## config.mk

```make
export PLATFORM = sky130hd
export DESIGN_NAME = fetch_stage
export DESIGN_NICKNAME = d
export VERILOG_FILES = /design/src/rtl/fetch_pkg.sv /design/src/rtl/fetch_fifo.sv /design/src/rtl/fetch_stage.sv
export SDC_FILE = /design/constraint.sdc
export NUM_CORES = 1
export LEC_CHECK = 0
export ABC_AREA = 1
export BUFFER_PORTS_ARGS = -buffer_cell sky130_fd_sc_hd__buf_2
export CORE_MARGIN = 1.5
export CORE_UTILIZATION = 35
export DETAILED_ROUTE_END_ITERATION = 16
export SYNTH_ARGS = -nofsm -noshare
export SYNTH_HDL_FRONTEND = slang
export SYNTH_SLANG_ARGS = --single-unit
```

## constraint.sdc

```tcl
create_clock -name clk -period 6.6 [get_ports clk]
set_input_delay 0.33 -clock clk [delete_from_list [all_inputs] [get_ports clk]]
set_output_delay 0.33 -clock clk [all_outputs]
set_load 0.005 [all_outputs]
```

## src/rtl/fetch_pkg.sv

```systemverilog
// Shared constants and types for the instruction-fetch stage and its consumers.
package fetch_pkg;

    localparam int unsigned FETCH_PC_W = 32;

    localparam logic [31:0] NOP_INSTR  = 32'h0000_0013;
    localparam int unsigned OPCODE_LSB = 0;
    localparam int unsigned OPCODE_W   = 7;

    // Opcode encodings shared with the main controller
    localparam logic [6:0] R_TYPE = 7'b0110011;
    localparam logic [6:0] LW     = 7'b0000011;
    localparam logic [6:0] SW     = 7'b0100011;
    localparam logic [6:0] BR     = 7'b1100011;
    localparam logic [6:0] IMM    = 7'b0010011;

    typedef struct packed {
        logic [FETCH_PC_W-1:0] pc;
        logic [31:0]           instr;
    } fetch_entry_t;

    function automatic logic [OPCODE_W-1:0] opcode_of(input logic [31:0] instr);
        return instr[OPCODE_LSB +: OPCODE_W];
    endfunction

endpackage

```

## src/rtl/fetch_fifo.sv

```systemverilog
// DEPTH-entry synchronous FIFO with clear; head is visible combinationally.
module fetch_fifo #(
    parameter int unsigned W     = 64,
    parameter int unsigned DEPTH = 2
) (
    input  logic                       clk,
    input  logic                       reset,
    input  logic                       clear,
    input  logic                       push,
    input  logic [W-1:0]               push_data,
    input  logic                       pop,
    output logic [W-1:0]               head,
    output logic [$clog2(DEPTH):0]     count,
    output logic                       full,
    output logic                       empty
);
    localparam int unsigned AW = $clog2(DEPTH);

    logic [W-1:0]  mem [DEPTH];
    logic [AW-1:0] wr_ptr;
    logic [AW-1:0] rd_ptr;
    logic          do_push;
    logic          do_pop;

    assign empty   = (count == '0);
    assign full    = (count == (AW+1)'(DEPTH));
    assign do_pop  = pop && !empty;
    assign do_push = push && (!full || do_pop);
    assign head    = mem[rd_ptr];

    always_ff @(posedge clk) begin
        if (do_push && !clear && !reset) begin
            mem[wr_ptr] <= push_data;
        end
    end

    always_ff @(posedge clk) begin
        if (reset || clear) begin
            wr_ptr <= '0;
            rd_ptr <= '0;
            count  <= '0;
        end else begin
            if (do_push) begin
                wr_ptr <= wr_ptr + 1'b1;
            end
            if (do_pop) begin
                rd_ptr <= rd_ptr + 1'b1;
            end
            case ({do_push, do_pop})
                2'b10:   count <= count + 1'b1;
                2'b01:   count <= count - 1'b1;
                default: count <= count;
            endcase
        end
    end

endmodule

```

## src/rtl/fetch_stage.sv

```systemverilog
// Instruction-fetch stage: PC, credit-limited imem requests, response FIFO, decode handshake.
// Define FETCH_BYPASS_EN to forward a response to id_* in its arrival cycle when the FIFO is empty.
module fetch_stage
    import fetch_pkg::*;
#(
    parameter int unsigned      PC_W     = 32,
    parameter int unsigned      DEPTH    = 2,
    parameter logic [PC_W-1:0]  RESET_PC = '0
) (
    input  logic                clk,
    input  logic                reset,
    output logic                imem_req_valid,
    input  logic                imem_req_ready,
    output logic [PC_W-1:0]     imem_req_addr,
    input  logic                imem_rsp_valid,
    input  logic [31:0]         imem_rsp_data,
    input  logic                redirect_valid,
    input  logic [PC_W-1:0]     redirect_pc,
    output logic                id_valid,
    input  logic                id_ready,
    output logic [PC_W-1:0]     id_pc,
    output logic [31:0]         id_instr,
    output logic [6:0]          id_opcode
);
    localparam int unsigned CW = $clog2(DEPTH) + 1;
    localparam int unsigned SW = CW + 2;

    logic [PC_W-1:0]      pc;
    logic [CW-1:0]        discard;

    logic [PC_W-1:0]      tag_head;
    logic [CW-1:0]        tag_count;
    logic                 tag_full;
    logic                 tag_empty;

    logic [PC_W+31:0]     data_head;
    logic [CW-1:0]        data_count;
    logic                 data_full;
    logic                 data_empty;

    logic [SW-1:0]        in_use;
    logic                 req_fire;
    logic                 rsp_accept;
    logic                 bypass;
    logic                 data_push;
    logic                 data_pop;

    // Credits cover in-flight, to-be-discarded and buffered words, so every response has a slot
    assign in_use         = SW'(tag_count) + SW'(discard) + SW'(data_count);
    assign imem_req_valid = !reset && !redirect_valid && !tag_full && !data_full
                            && (in_use < SW'(DEPTH));
    assign imem_req_addr  = pc;
    assign req_fire       = imem_req_valid && imem_req_ready;
    assign rsp_accept     = imem_rsp_valid && (discard == '0) && !redirect_valid && !tag_empty;

`ifdef FETCH_BYPASS_EN
    assign bypass = data_empty && (discard == '0) && imem_rsp_valid;
`else
    assign bypass = 1'b0;
`endif

    assign data_push = rsp_accept && !(bypass && id_ready);
    assign data_pop  = id_ready && !data_empty;

    fetch_fifo #(
        .W     (PC_W),
        .DEPTH (DEPTH)
    ) u_tag_fifo (
        .clk       (clk),
        .reset     (reset),
        .clear     (redirect_valid),
        .push      (req_fire),
        .push_data (pc),
        .pop       (rsp_accept),
        .head      (tag_head),
        .count     (tag_count),
        .full      (tag_full),
        .empty     (tag_empty)
    );

    fetch_fifo #(
        .W     (PC_W + 32),
        .DEPTH (DEPTH)
    ) u_data_fifo (
        .clk       (clk),
        .reset     (reset),
        .clear     (redirect_valid),
        .push      (data_push),
        .push_data ({tag_head, imem_rsp_data}),
        .pop       (data_pop),
        .head      (data_head),
        .count     (data_count),
        .full      (data_full),
        .empty     (data_empty)
    );

    always_ff @(posedge clk) begin
        if (reset) begin
            pc <= RESET_PC;
        end else if (redirect_valid) begin
            pc <= redirect_pc & ~PC_W'(3);
        end else if (req_fire) begin
            pc <= pc + PC_W'(4);
        end
    end

    // On redirect every in-flight response becomes stale; one arriving now is already dropped
    always_ff @(posedge clk) begin
        if (reset) begin
            discard <= '0;
        end else if (redirect_valid) begin
            discard <= discard + tag_count - CW'(imem_rsp_valid);
        end else if (imem_rsp_valid && (discard != '0)) begin
            discard <= discard - 1'b1;
        end
    end

    always_comb begin
        id_valid = 1'b0;
        id_pc    = '0;
        id_instr = NOP_INSTR;
        if (!data_empty) begin
            id_valid = 1'b1;
            id_pc    = data_head[PC_W+31:32];
            id_instr = data_head[31:0];
        end else if (bypass) begin
            id_valid = 1'b1;
            id_pc    = tag_head;
            id_instr = imem_rsp_data;
        end
    end

    assign id_opcode = opcode_of(id_instr);

endmodule
```

# [Yosys cells after proc, flatten, opt, wreduce, memory -nomap -nowiden]
# Memory sizes are Yosys's and may differ from the RTL's. A register that Yosys moved wholly into a read port is not among the register bits.
# Cells that the tools add are included.
[op_classes] mux=17 n_lt_le_gt_ge=1 reduce_logical=36 add_sub_neg=14 eq_ne=6
[op_table] cell="two-way mux 32 bit" count=4
[op_table] cell="adder 32 x 3 -> 32 bit, second input constant" count=1
[op_table] cell="logical AND 1 bit" count=18
[op_table] cell="nonzero test 2 bit" count=5
[op_table] cell="two-way mux 1 bit" count=9
[op_table] cell="== test 2 bit, second input constant" count=4
[op_table] cell="one-hot mux 2 bit (2 select lines)" count=2
[op_table] cell="zero test 1 bit" count=6
[op_table] cell="zero test 2 bit" count=3
[op_table] cell="subtractor 2 x 1 -> 2 bit, second input constant" count=3
[op_table] cell="adder 1 bit, second input constant" count=4
[op_table] cell="adder 2 x 1 -> 2 bit, second input constant" count=2
[op_table] cell="adder 3 x 2 -> 4 bit" count=1
[op_table] cell="== test 2 x 1 -> 1 bit, second input constant" count=2
[op_table] cell="< comparator 4 x 2 -> 1 bit, second input constant" count=1
[op_table] cell="two-way mux 2 bit" count=2
[op_table] cell="adder 2 x 2 -> 3 bit" count=1
[op_table] cell="logical OR 1 bit" count=3
[op_table] cell="adder 2 bit" count=1
[op_table] cell="OR reduction 2 bit" count=1
[op_table] cell="subtractor 2 x 1 -> 2 bit" count=1
[word_totals] reg_bits=42 in_bits=70 mem_bits_rw=192 mem_count=2
[mem_list] memory="u_data_fifo.mem" words=2 width=64 rd=1 rd_ports_with_merged_regs=1 write_ports=1 line_no="fetch_fifo.sv:19" text="logic [W-1:0] mem [DEPTH];"
[mem_list] memory="u_tag_fifo.mem" words=2 width=32 rd=1 rd_ports_with_merged_regs=1 write_ports=1 line_no="fetch_fifo.sv:19"

# [Depth between registers and ports, before layout]
# Gate-level depths: netlist of run 1.
[depth] word_depth=11 ltp_mapped=15 ltp_nobuf=14

# [Hierarchy]
# A second synthesis of run 1 with hierarchy kept.
[hier_totals] cells_unflattened=939 area_unflattened_um2=10493.8
[by_module_without_submodules] mod="fetch_fifo (u_data_fifo)" cells_per_inst=240 n_inst=1 area_per_inst_um2=4880.9
[by_module_without_submodules] mod="fetch_stage" cells_per_inst=558 n_inst=1 area_per_inst_um2=3044.2
[by_module_without_submodules] mod="fetch_fifo (u_tag_fifo)" cells_per_inst=141 n_inst=1 area_per_inst_um2=2568.7

# [Least setup slack after synthesis of run 1]
# Ideal clock, no wire load.
[synth_path] path_type="reg-to-reg" startpoint="register discard[1]" endpoint="memory u_data_fifo.mem[0][0] (enable)" required_ps=6042 setup_ps=558 slack_ps=685 n_path_buf=0 stages_incl_launch_ff=9 period_less_slack_ps=5915 t_arrival_ps=5357 cell_sequence="dfxtp_1 > inv_1 > ha_1 > nand2_1 > a21oi_1 > nand2_1 > inv_1 > o21ai_1 > nor3_1"
[synth_via] elab_chain_cells=9
[synth_rtl] element="from (decl)" line_no="fetch_stage.sv:29" text="logic [CW-1:0] discard;"
[synth_rtl] element="from (signal assigned)" line_no="fetch_stage.sv:112" text="discard <= discard + tag_count - CW'(imem_rsp_valid);"
[synth_rtl] element="from (signal assigned)" line_no="fetch_stage.sv:114" text="discard <= discard - 1'b1;"
[synth_rtl] element="zero test 2 bit" line_no="fetch_stage.sv:54" text="assign rsp_accept = imem_rsp_valid && (discard == '0) && !redirect_valid && !tag_empty;"
[synth_rtl] element="logical AND 1 bit (3 in series)" line_no="fetch_stage.sv:54"
[synth_rtl] element="logical AND 1 bit" line_no="fetch_fifo.sv:28" text="assign do_push = push && (!full || do_pop);"
[synth_rtl] element="logical AND 1 bit (2 in series)" line_no="fetch_fifo.sv:32" text="if (do_push && !clear && !reset) begin"
[synth_rtl] element="two-way mux 1 bit" line_no="fetch_fifo.sv:32"
[synth_rtl] element="two-way mux 1 bit (implied by the code)" line_no="fetch_fifo.sv:33" text="mem[wr_ptr] <= push_data;"
[synth_rtl] element="to (decl)" line_no="fetch_fifo.sv:19"
# Every way passes these cells.

==> impl_metrics.csv, run 1 <==
group,metric,value,unit
outcome,outcome,"finished clean",
timing,holdWs,0.101,ns
floorplan,core,27000,µm²
global_routing,grt_max_degree,64,
clock_network,clock-sinks,226,
synth,synth_ff_type,"edfxtp_1",
synth,synthSimpleGateAreaFrac,15.8,%
synth,netlist_area,9640,µm²
pwr,switching_share,21.2,%
cells_and_area,fin_nets,1166,
global_routing,grt_usage,15.8,%
cells_and_area,drive_gt1_share,24.4,%
timing,min_period_over_period,46.8,%
floorplan,rows,60,
synth,synth_top_area_share,57.3,%
clock_network,clk_path_buf_depth,3,
synth,ys_seq_elements,226,
clock_network,numCtsBuffers,25,
synth,synth-xor-area-share,1.09,%
min_path,hp-start,"redirect_pc[10]",
timing,worst_clock_skew,0.0152,ns
clock_network,cts_setup_buffers,0,
job,maxCapViolations,0,
routing,drtIter0Drc,450,
critical_path,path_class,"reg -> out",
timing,period_needed,3.09,ns
synth,synthTopCellsByArea,"edfxtp_1 (57%), nand2_1 (10%), dfxtp_1 (8.7%)",
cells_and_area,utilization,44.2,%
routing,routed_wl,22700,µm
clock_network,post_cts_resized,0,
synth,synth_compound_area_share,7.03,%
timing,drv_slew,0,
synth,syn_inst,893,
floorplan,die_w,169,µm
floorplan,ios,175,
min_path,worstHoldPathType,"in -> reg",
routing,vias,6846,
pwr,p_leak,0.00476,µW
routing,wl_per_cell,15.7,µm
place,dp_hpwl,14300,µm
pwr,power.density,263,nW/µm²
cells_and_area,n_antenna_cell,0,
clock_network,cts_tree,"built",
floorplan,die_y,169,µm
timing,setup_viol,0,
timing,relSlewSlack,39.3,%
cells_and_area,area_growth,23.7,%
cells_and_area,final_common_cell,"nand2_1",
timing,worst_pin_slew,0.910,ns
cells_and_area,final_cell_mix,"nand2_1 (256), edfxtp_1 (184), buf_2 (168)",
synth,synthAdderAreaFrac,1.25,%
critical_path,worstRegToRegCells,13,
global_routing,grt_antenna_before_repair,0,
clock_network,clkLatencyLatePin,0.52,ns
critical_path,cp_max_fo,63,
clock_network,clk_pin_slew_worst_paths,0.06,ns
timing,finalHoldViolCount,0,
synth,synth_top_area_cell,"edfxtp_1",
pwr,pwr-share-comb,4.6,%
critical_path,critPathRequiredTime,6.27,ns
clock_network,h-tree-depth,1,
place,placed_cell_area,10800,µm²
synth,yosysSeqAreaShare,66.0,%
min_path,min_to,"imem_req_addr[10]",
cells_and_area,design_area,11900,µm²
routing,viasPerCell,4.73,
global_routing,grt_pass1_wl,35300,µm
synth,synth_cell_types,36,
floorplan,die-area,28600,µm²
critical_path,cp-end-kind,"output port",
critical_path,reg2reg_from,"u_data_fifo.count[1]",
synth,avgSynthCellArea,10.8,µm²
critical_path,rr_endpoint,"u_tag_fifo.count[1]",
synth,synthMuxAreaShare,3.50,%
pwr,switchingPower,665,µW
place,dp.cells,1369,
pwr,clock_power_share,44.7,%
global_routing,grt_remaining_overflow,0,
pwr,power.share.sequential,50.7,%
synth,synth_edf_count,184,
place,gp_congestion,0.871,
synth,async_flop_share,0,%
cells_and_area,fill_cells,2577,
routing,ant_nets,0,
cells_and_area,finalNonFillerCells,1447,
pwr,p_int,2480,µW
pwr,peakVddDrop,221,µV
timing,tns,0,ns
min_path,hold_depth,5,
critical_path,critPathLaunchType,"register",
timing,max_freq,324,MHz
timing,rsz0062_at_grt,"no",
clock_network,clockRootBuffer,"clkbuf_16",
critical_path,rrSetupSlack,3.69,ns
routing,drc_errors,0,
critical_path,worstPathArrival,2.76,ns
synth,synth_warnings,0,
floorplan,initial_core_util,35.7,%
routing,dr.pass1.iters,5,
global_routing,grt_pass1_vias,6604,
place,numPortBuffers,168,
synth,synth_top_family_by_area,"simple AND/OR/NAND/NOR gates",
synth_stat cells, types with 3 or more instances:
cell	n
buf_4	12
ha_1	8
nand2_1	256
o21ai_1	4
o21ai_0	28
inv_2	3
clkbuf_1	27
inv_1	66
dfxtp_1	42
xnor2_1	5
mux2_2	30
nor2_2	7
a31oi_1	4
nand3_1	48
o21bai_1	3
a21oi_1	87
edfxtp_1	184
xor2_1	7
nand4_1	4
buf_6	4
nor2_1	44
stage by stage:
| step | power, µW | worst slack (ns) |
|---|---|---|
| after floorplan | 1690 | 0.685 |
| after global placement | 1750 | 3.64 |
| after detailed placement | 1750 | 3.59 |
| after CTS | 3180 | 3.44 |
| after global routing | 3270 | 3.32 |
| final | 3140 | 3.51 |
logic make-up after synthesis:
group / count (synthesis)
XOR/XNOR: 12
multiplexers: 30
AND/OR/NAND/NOR: 371
AO/OA/AOI/OAI: 130
buffers and inverters: 114
flip-flops: 226
adder cells (fa/ha/maj): 9
other: 1
power by group through the flow:
stage,clock network (µW),logic [µW],registers [µW]
2_1_floorplan,0,76.6,1610
3_3_place_gp,0,127,1620
3_5_place_dp,0,130,1620
4_1_cts,1440,145,1590
5_1_grt,1510,163,1600
6_report,1410,145,1590
critical path, cell delays in order (launching register included):
cell and delay, ns:
dfxtp_2 0.31, buf_4 0.30, inv_2 0.46, buf_4 0.49, nand2_1 0.09, a21oi_1 0.28, buf_2 0.18
layout make-up:
| type | instances | area (µm²) | share of cell area, % |
|---|---|---|---|
| clock inverters | 21 | 220 | 1.85 |
| well taps | 341 | 427 | 3.58 |
| repair buffers | 209 | 1230 | 10.3 |
| inverters | 69 | 259 | 2.17 |
| flip-flops and latches | 226 | 6370 | 53.4 |
| multi-input cells | 556 | 2810 | 23.5 |
| clock buffers | 25 | 626 | 5.24 |
per-layer routing:
layer	global-route usage [%]	routed length [µm]	vias up
met5	0	0	-
met2	26.6	10300	220
met3	2.88	1430	38
met1	20.4	10300	3173
li1	-	-	3415
met4	5.85	650	0
registers in the layout, indices dropped and copies added (netlist names), named ones only:
| register | count |
|---|---|
| discard | 2 |
| imem_req_addr | 30 |
| u_data_fifo.count | 2 |
| u_data_fifo.mem | 124 |
| u_data_fifo.rd_ptr | 1 |
| u_data_fifo.wr_ptr | 1 |
| u_tag_fifo.count | 2 |
| u_tag_fifo.mem | 60 |
| u_tag_fifo.rd_ptr | 1 |
| u_tag_fifo.wr_ptr | 1 |
worst max path at each step:
stage | startpoint | endpoint
3_3_place_gp | redirect_valid | u_data_fifo.mem[1][2]
2_1_floorplan | discard[1] | u_data_fifo.mem[0][0]
3_5_place_dp | redirect_valid | u_data_fifo.mem[1][9]
4_1_cts | register | id_pc[9]
6_report | register | id_pc[9]
5_1_grt | register | id_pc[9]
timing repair:
action	CTS	global route
endpoints found under the hold margin	61	1
hold buffers	31	1
setup endpoints to repair	0	0
Note: power is estimated with default switching activity, not from simulation.
==> run 2: changes to the inputs <==
- clock period: 6.6 -> 2.8 ns (I/O delays scaled with it)
==> impl_metrics.csv, run 2 (same netlist as run 1, synthesis figures left out) <==
group,metric,value,unit
floorplan,die_y,169,µm
clock_network,numCtsBuffers,24,
cells_and_area,regMostFlops,"u_data_fifo.mem",
critical_path,worstRegToRegCells,11,
global_routing,grt_pass1_wl,36200,µm
critical_path,rr_endpoint,"u_tag_fifo.mem[0][10]",
routing,ant_nets,0,
floorplan,core,27000,µm²
place,dp_hpwl,15200,µm
pwr,total_power,7320,µW
cells_and_area,final_common_cell,"nand2_1",
min_path,worstHoldPathType,"in -> reg",
floorplan,die-area,28600,µm²
routing,viasPerCell,4.76,
pwr,switchingPower,1520,µW
clock_network,clkLatencyLatePin,0.51,ns
pwr,power.density,591,nW/µm²
outcome,outcome,"finished clean",
global_routing,grt_pass1_vias,6749,
critical_path,crit_end,"u_tag_fifo.mem[0][10]",
clock_network,cts_tree,"built",
routing,drc_errors,0,
critical_path,cp-startpoint,"u_tag_fifo.count[1]",
timing,worst_pin_slew,0.747,ns
place,gp_congestion,0.855,
pwr,switching_share,20.8,%
routing,drtIter0Drc,418,
cells_and_area,fin_nets,1197,
global_routing,grt_remaining_overflow,0,
clock_network,clk_path_buf_depth,3,
pwr,power.share.sequential,51.3,%
place,numPortBuffers,168,
floorplan,ios,175,
critical_path,critPathLaunchType,"register",
timing,setup_viol,0,
clock_network,clock-sinks,226,
timing,worst_clock_skew,0.0119,ns
clock_network,clk_pin_slew_worst_paths,0.06,ns
clock_network,h-tree-depth,1,
critical_path,path_class,"reg -> reg",
routing,dr.pass1.iters,5,
timing,drv_slew,0,
global_routing,grt_antenna_before_repair,0,
routing,vias,7016,
job,maxCapViolations,0,
pwr,pwr-share-comb,5.4,%
floorplan,rows,60,
timing,min_period_over_period,93.6,%
timing,max_freq,381,MHz
timing,period_needed,2.62,ns
routing,wl_per_cell,15.7,µm
pwr,p_int,5800,µW
critical_path,cp-end-kind,"register",
cells_and_area,largest_reg_flops,124,
global_routing,grt_usage,16.1,%
cells_and_area,utilization,45.8,%
timing,relSlewSlack,50.2,%
critical_path,worstPathArrival,2.83,ns
critical_path,cp_max_fo,9,
critical_path,rrSetupSlack,0.18,ns
floorplan,die_w,169,µm
global_routing,grt_max_degree,63,
pwr,p_leak,0.00492,µW
cells_and_area,final_cell_mix,"nand2_1 (255), edfxtp_1 (184), buf_2 (168)",
clock_network,clockRootBuffer,"clkbuf_16",
pwr,peakVddDrop,432,µV
critical_path,reg2reg_from,"u_tag_fifo.count[1]",
timing,finalHoldViolCount,0,
pwr,clock_power_share,43.3,%
critical_path,critPathRequiredTime,3.01,ns
cells_and_area,n_antenna_cell,0,
floorplan,initial_core_util,35.7,%
cells_and_area,area_growth,28.4,%
routing,routed_wl,23100,µm
cells_and_area,drive_gt1_share,25.1,%
==> run 2: cell types whose count changed in the layout (fill, tap and decap cells not counted), sizes merged <==
cell         previous run  this run
dlygate4sd3            32        55
buf                   177       186
clkinv                 13         5
clkbuf                 25        29
bufinv                  4         3
clkinvlp                3         2
==> run 2: area by class of cell <==
type / instances / area (µm²)
Fill cell: 2528 / 14600
Sequential cell: 226 / 6370
Multi-Input combinational cell: 556 / 2870
Timing Repair Buffer: 241 / 1660
Clock buffer: 29 / 651
Tap cell: 341 / 427
Inverter: 69 / 259
Clock inverter: 11 / 135
==> run 2: power groups by stage <==
stage               sequential (µW)  combinational [µW]  clock [µW]
floorplan                      3800                 189           0
global placement               3830                 325           0
detailed placement             3830                 335           0
CTS                            3760                 395        3250
global route                   3760                 443        3380
finish                         3760                 394        3170
==> run 2: how the worst min path moves through the flow <==
| stage | from | endpoint | slack [ns] | cells past startpoint |
|---|---|---|---|---|
| global placement | imem_rsp_data[21] | u_data_fifo.mem[0][21] | 0.33 | 1 |
| global route | id_ready | u_data_fifo.wr_ptr | 0.02 | 3 |
| CTS | redirect_pc[25] | imem_req_addr[25] | 0.0002 | 5 |
| detailed placement | imem_rsp_data[12] | u_data_fifo.mem[0][12] | 0.33 | 1 |
| floorplan | imem_rsp_data[0] | u_data_fifo.mem[0][0] | 0.24 | 0 |
| finish | redirect_pc[25] | imem_req_addr[25] | 0.002 | 5 |
==> run 2: critical path: stages (launching register included) <==
cell and delay [ns]:
dfxtp_1 0.36, inv_1 0.11, fa_1 0.51, inv_1 0.04, ha_1 0.27, inv_1 0.06
nand3_1 0.13, nor2_1 0.15, nand3_2 0.15, buf_4 0.20, nor2_4 0.14, buf_4 0.21
==> run 2: what timing repair did <==
item / 4_1_cts / 5_1_grt
hold buffers: 55 / 0
endpoints found under the hold margin: 89 / 0
setup buffers: 0 / 0
resized for setup: 0 / 4
setup endpoints to repair: 0 / 1
==> run 2: metal layers <==
layer | global-route usage [%] | up-vias | wire length (µm)
li1 | - | 3484 | -
met1 | 21.9 | 3290 | 10800
met2 | 27.2 | 201 | 10700
met3 | 2.38 | 41 | 1110
met4 | 3.85 | 0 | 497
met5 | 0 | - | 0
==> run 2: stage by stage <==
step | instance area (µm²) | instances | setup slack, ns | hold WS [ns] | TNS, ns
4_1_cts | 12400 | 1473 | 0.155 | 0.000158 | 0
3_3_place_gp | 11000 | 1378 | 0.214 | 0.328 | 0
6_report | 12400 | 1473 | 0.178 | 0.00151 | 0
2_1_floorplan | 9720 | 896 | -0.140 | 0.239 | -14.48
5_1_grt | 12400 | 1473 | -0.0208 | 0.0248 | -0.156
3_5_place_dp | 11000 | 1378 | 0.154 | 0.334 | 0
==> run 3: changes to the inputs <==
- MAX_ROUTING_LAYER: unset -> met4
==> impl_metrics.csv, run 3 (same netlist as run 1, synthesis figures left out) <==
group,metric,value,unit
place,dp_hpwl,15200,µm
global_routing,grt_max_degree,63,
floorplan,ios,175,
timing,min_period_over_period,93.6,%
place,numPortBuffers,168,
cells_and_area,final_cell_mix,"nand2_1 (255), edfxtp_1 (184), buf_2 (168)",
critical_path,cpPeakStageDelay,0.51,ns
timing,max_freq,382,MHz
critical_path,crit_chain,"inv_1 > fa_1 > inv_1 > ha_1 > inv_1 > nand3_1 > nor2_1 > nand3_2 > buf_4 > nor2_4 > buf_4",
floorplan,core,27000,µm²
cells_and_area,fin_nets,1197,
cells_and_area,n_antenna_cell,0,
cells_and_area,drive_gt1_share,25.1,%
cells_and_area,regMostFlops,"u_data_fifo.mem",
routing,wl_per_cell,15.7,µm
clock_network,cts_tree,"built",
pwr,power.density,591,nW/µm²
pwr,p_leak,0.00492,µW
clock_network,numCtsBuffers,24,
timing,finalHoldViolCount,0,
timing,tns,0,ns
cells_and_area,seq_area,6370,µm²
clock_network,cts_setup_buffers,0,
routing,drtIter0Drc,383,
global_routing,grt_remaining_overflow,0,
clock_network,clock-sinks,226,
job,maxCapViolations,0,
routing,dr.pass1.iters,5,
global_routing,grt_use_met2,27.1,%
global_routing,grt_busiest_layer,"met2",
routing,viasPerCell,4.76,
clock_network,clk_path_buf_depth,3,
clock_network,clk_pin_slew_worst_paths,0.06,ns
global_routing,grtUsageMet3,2.34,%
critical_path,cp_max_fo,9,
cells_and_area,largest_reg_flops,124,
critical_path,path_delay_family,"adder cells",
cells_and_area,final_common_cell,"nand2_1",
global_routing,use_met1,21.9,%
global_routing,grt_usage,16.6,%
outcome,outcome,"finished clean",
floorplan,die_w,169,µm
critical_path,worstPathArrival,2.83,ns
routing,routed_wl,23100,µm
timing,period_needed,2.62,ns
global_routing,grt_antenna_before_repair,0,
timing,drv_slew,0,
critical_path,cp-end-kind,"register",
floorplan,die_y,169,µm
global_routing,grt_pass1_vias,6727,
timing,worst_clock_skew,0.0112,ns
clock_network,clockRootBuffer,"clkbuf_16",
routing,drc_errors,0,
min_path,worstHoldPathType,"in -> reg",
pwr,peakVddDrop,432,µV
critical_path,crit_buf_inv,5,
global_routing,grt_pass1_wl,36200,µm
floorplan,initial_core_util,35.7,%
critical_path,path_class,"reg -> reg",
clock_network,h-tree-depth,1,
cells_and_area,area_growth,28.4,%
timing,worst_pin_slew,0.745,ns
place,gp_congestion,0.868,
cells_and_area,fill_cells,2528,
critical_path,cp_common_cell,"inv_1",
routing,vias,7016,
place,dp.cells,1378,
critical_path,critPathRequiredTime,3.01,ns
critical_path,critPathLaunchType,"register",
cells_and_area,finalNonFillerCells,1473,
floorplan,die-area,28600,µm²
timing,setup_viol,0,
timing,relSlewSlack,50.3,%
cells_and_area,multiInputGateArea,2870,µm²
routing,ant_nets,0,
cells_and_area,utilization,45.8,%
floorplan,rows,60,
critical_path,slowest_stage,"fa_1",
clock_network,clkLatencyLatePin,0.51,ns
[run 3: cell counts in the layout (fill, tap and decap cells not counted)]
No cell type changed its count.
[run 3: worst paths after layout]
path	startpoint	to	slack [ns]	cells after the start
worst max-delay path	u_tag_fifo.count[1]	u_tag_fifo.mem[0][10]	0.18	11
worst min register to register	u_data_fifo.rd_ptr	register	0.47	1
worst max register to register	u_tag_fifo.count[1]	u_tag_fifo.mem[0][10]	0.18	11
worst min-delay path	redirect_pc[25]	imem_req_addr[25]	0.002	5
[run 3: cell type report]
cell class              instances  share of cell area [%]
repair buffers                241                    13.4
clock buffers                  29                    5.26
well taps                     341                    3.45
clock inverters                11                    1.09
multi-input cells             556                    23.2
flip-flops and latches        226                    51.5
inverters                      69                    2.09
[run 3: per-stage QoR]
step	power (µW)	setup slack [ns]	hold WS, ns	instance area (µm²)
detailed placement	4160	0.154	0.334	11000
floorplan	3990	-0.140	0.239	9720
global placement	4150	0.214	0.328	11000
CTS	7400	0.155	0.000158	12400
global route	7590	-0.0208	0.0247	12400
finish	7320	0.179	0.00189	12400
[run 3: routing by layer]
layer / vias up / routed length, µm
met5: - / 0
met4: 0 / 499
met3: 43 / 1120
met2: 205 / 10700
met1: 3291 / 10800
li1: 3477 / -
[run 3: worst register-to-register path, delay by kind of cell, from the launching register on]
kind / cells / cell delay, ns
flip-flops: 1 / 0.36
AND/OR/NAND/NOR: 4 / 0.57
buffers and inverters: 5 / 0.62
adder cells (fa/ha/maj): 2 / 0.78
[run 3: repair_timing]
| action | 4_1_cts | 5_1_grt |
|---|---|---|
| hold endpoints to repair | 89 | 0 |
| hold buffers | 55 | 0 |
| endpoints found under the setup margin | 0 | 1 |
| gates resized for setup | 0 | 4 |
[run 3: power by group]
group	internal (µW)	switching, µW	total [µW]
registers	3680	74.6	3760
clock network	1920	1250	3170
logic	194	200	394
total	5800	1520	7320
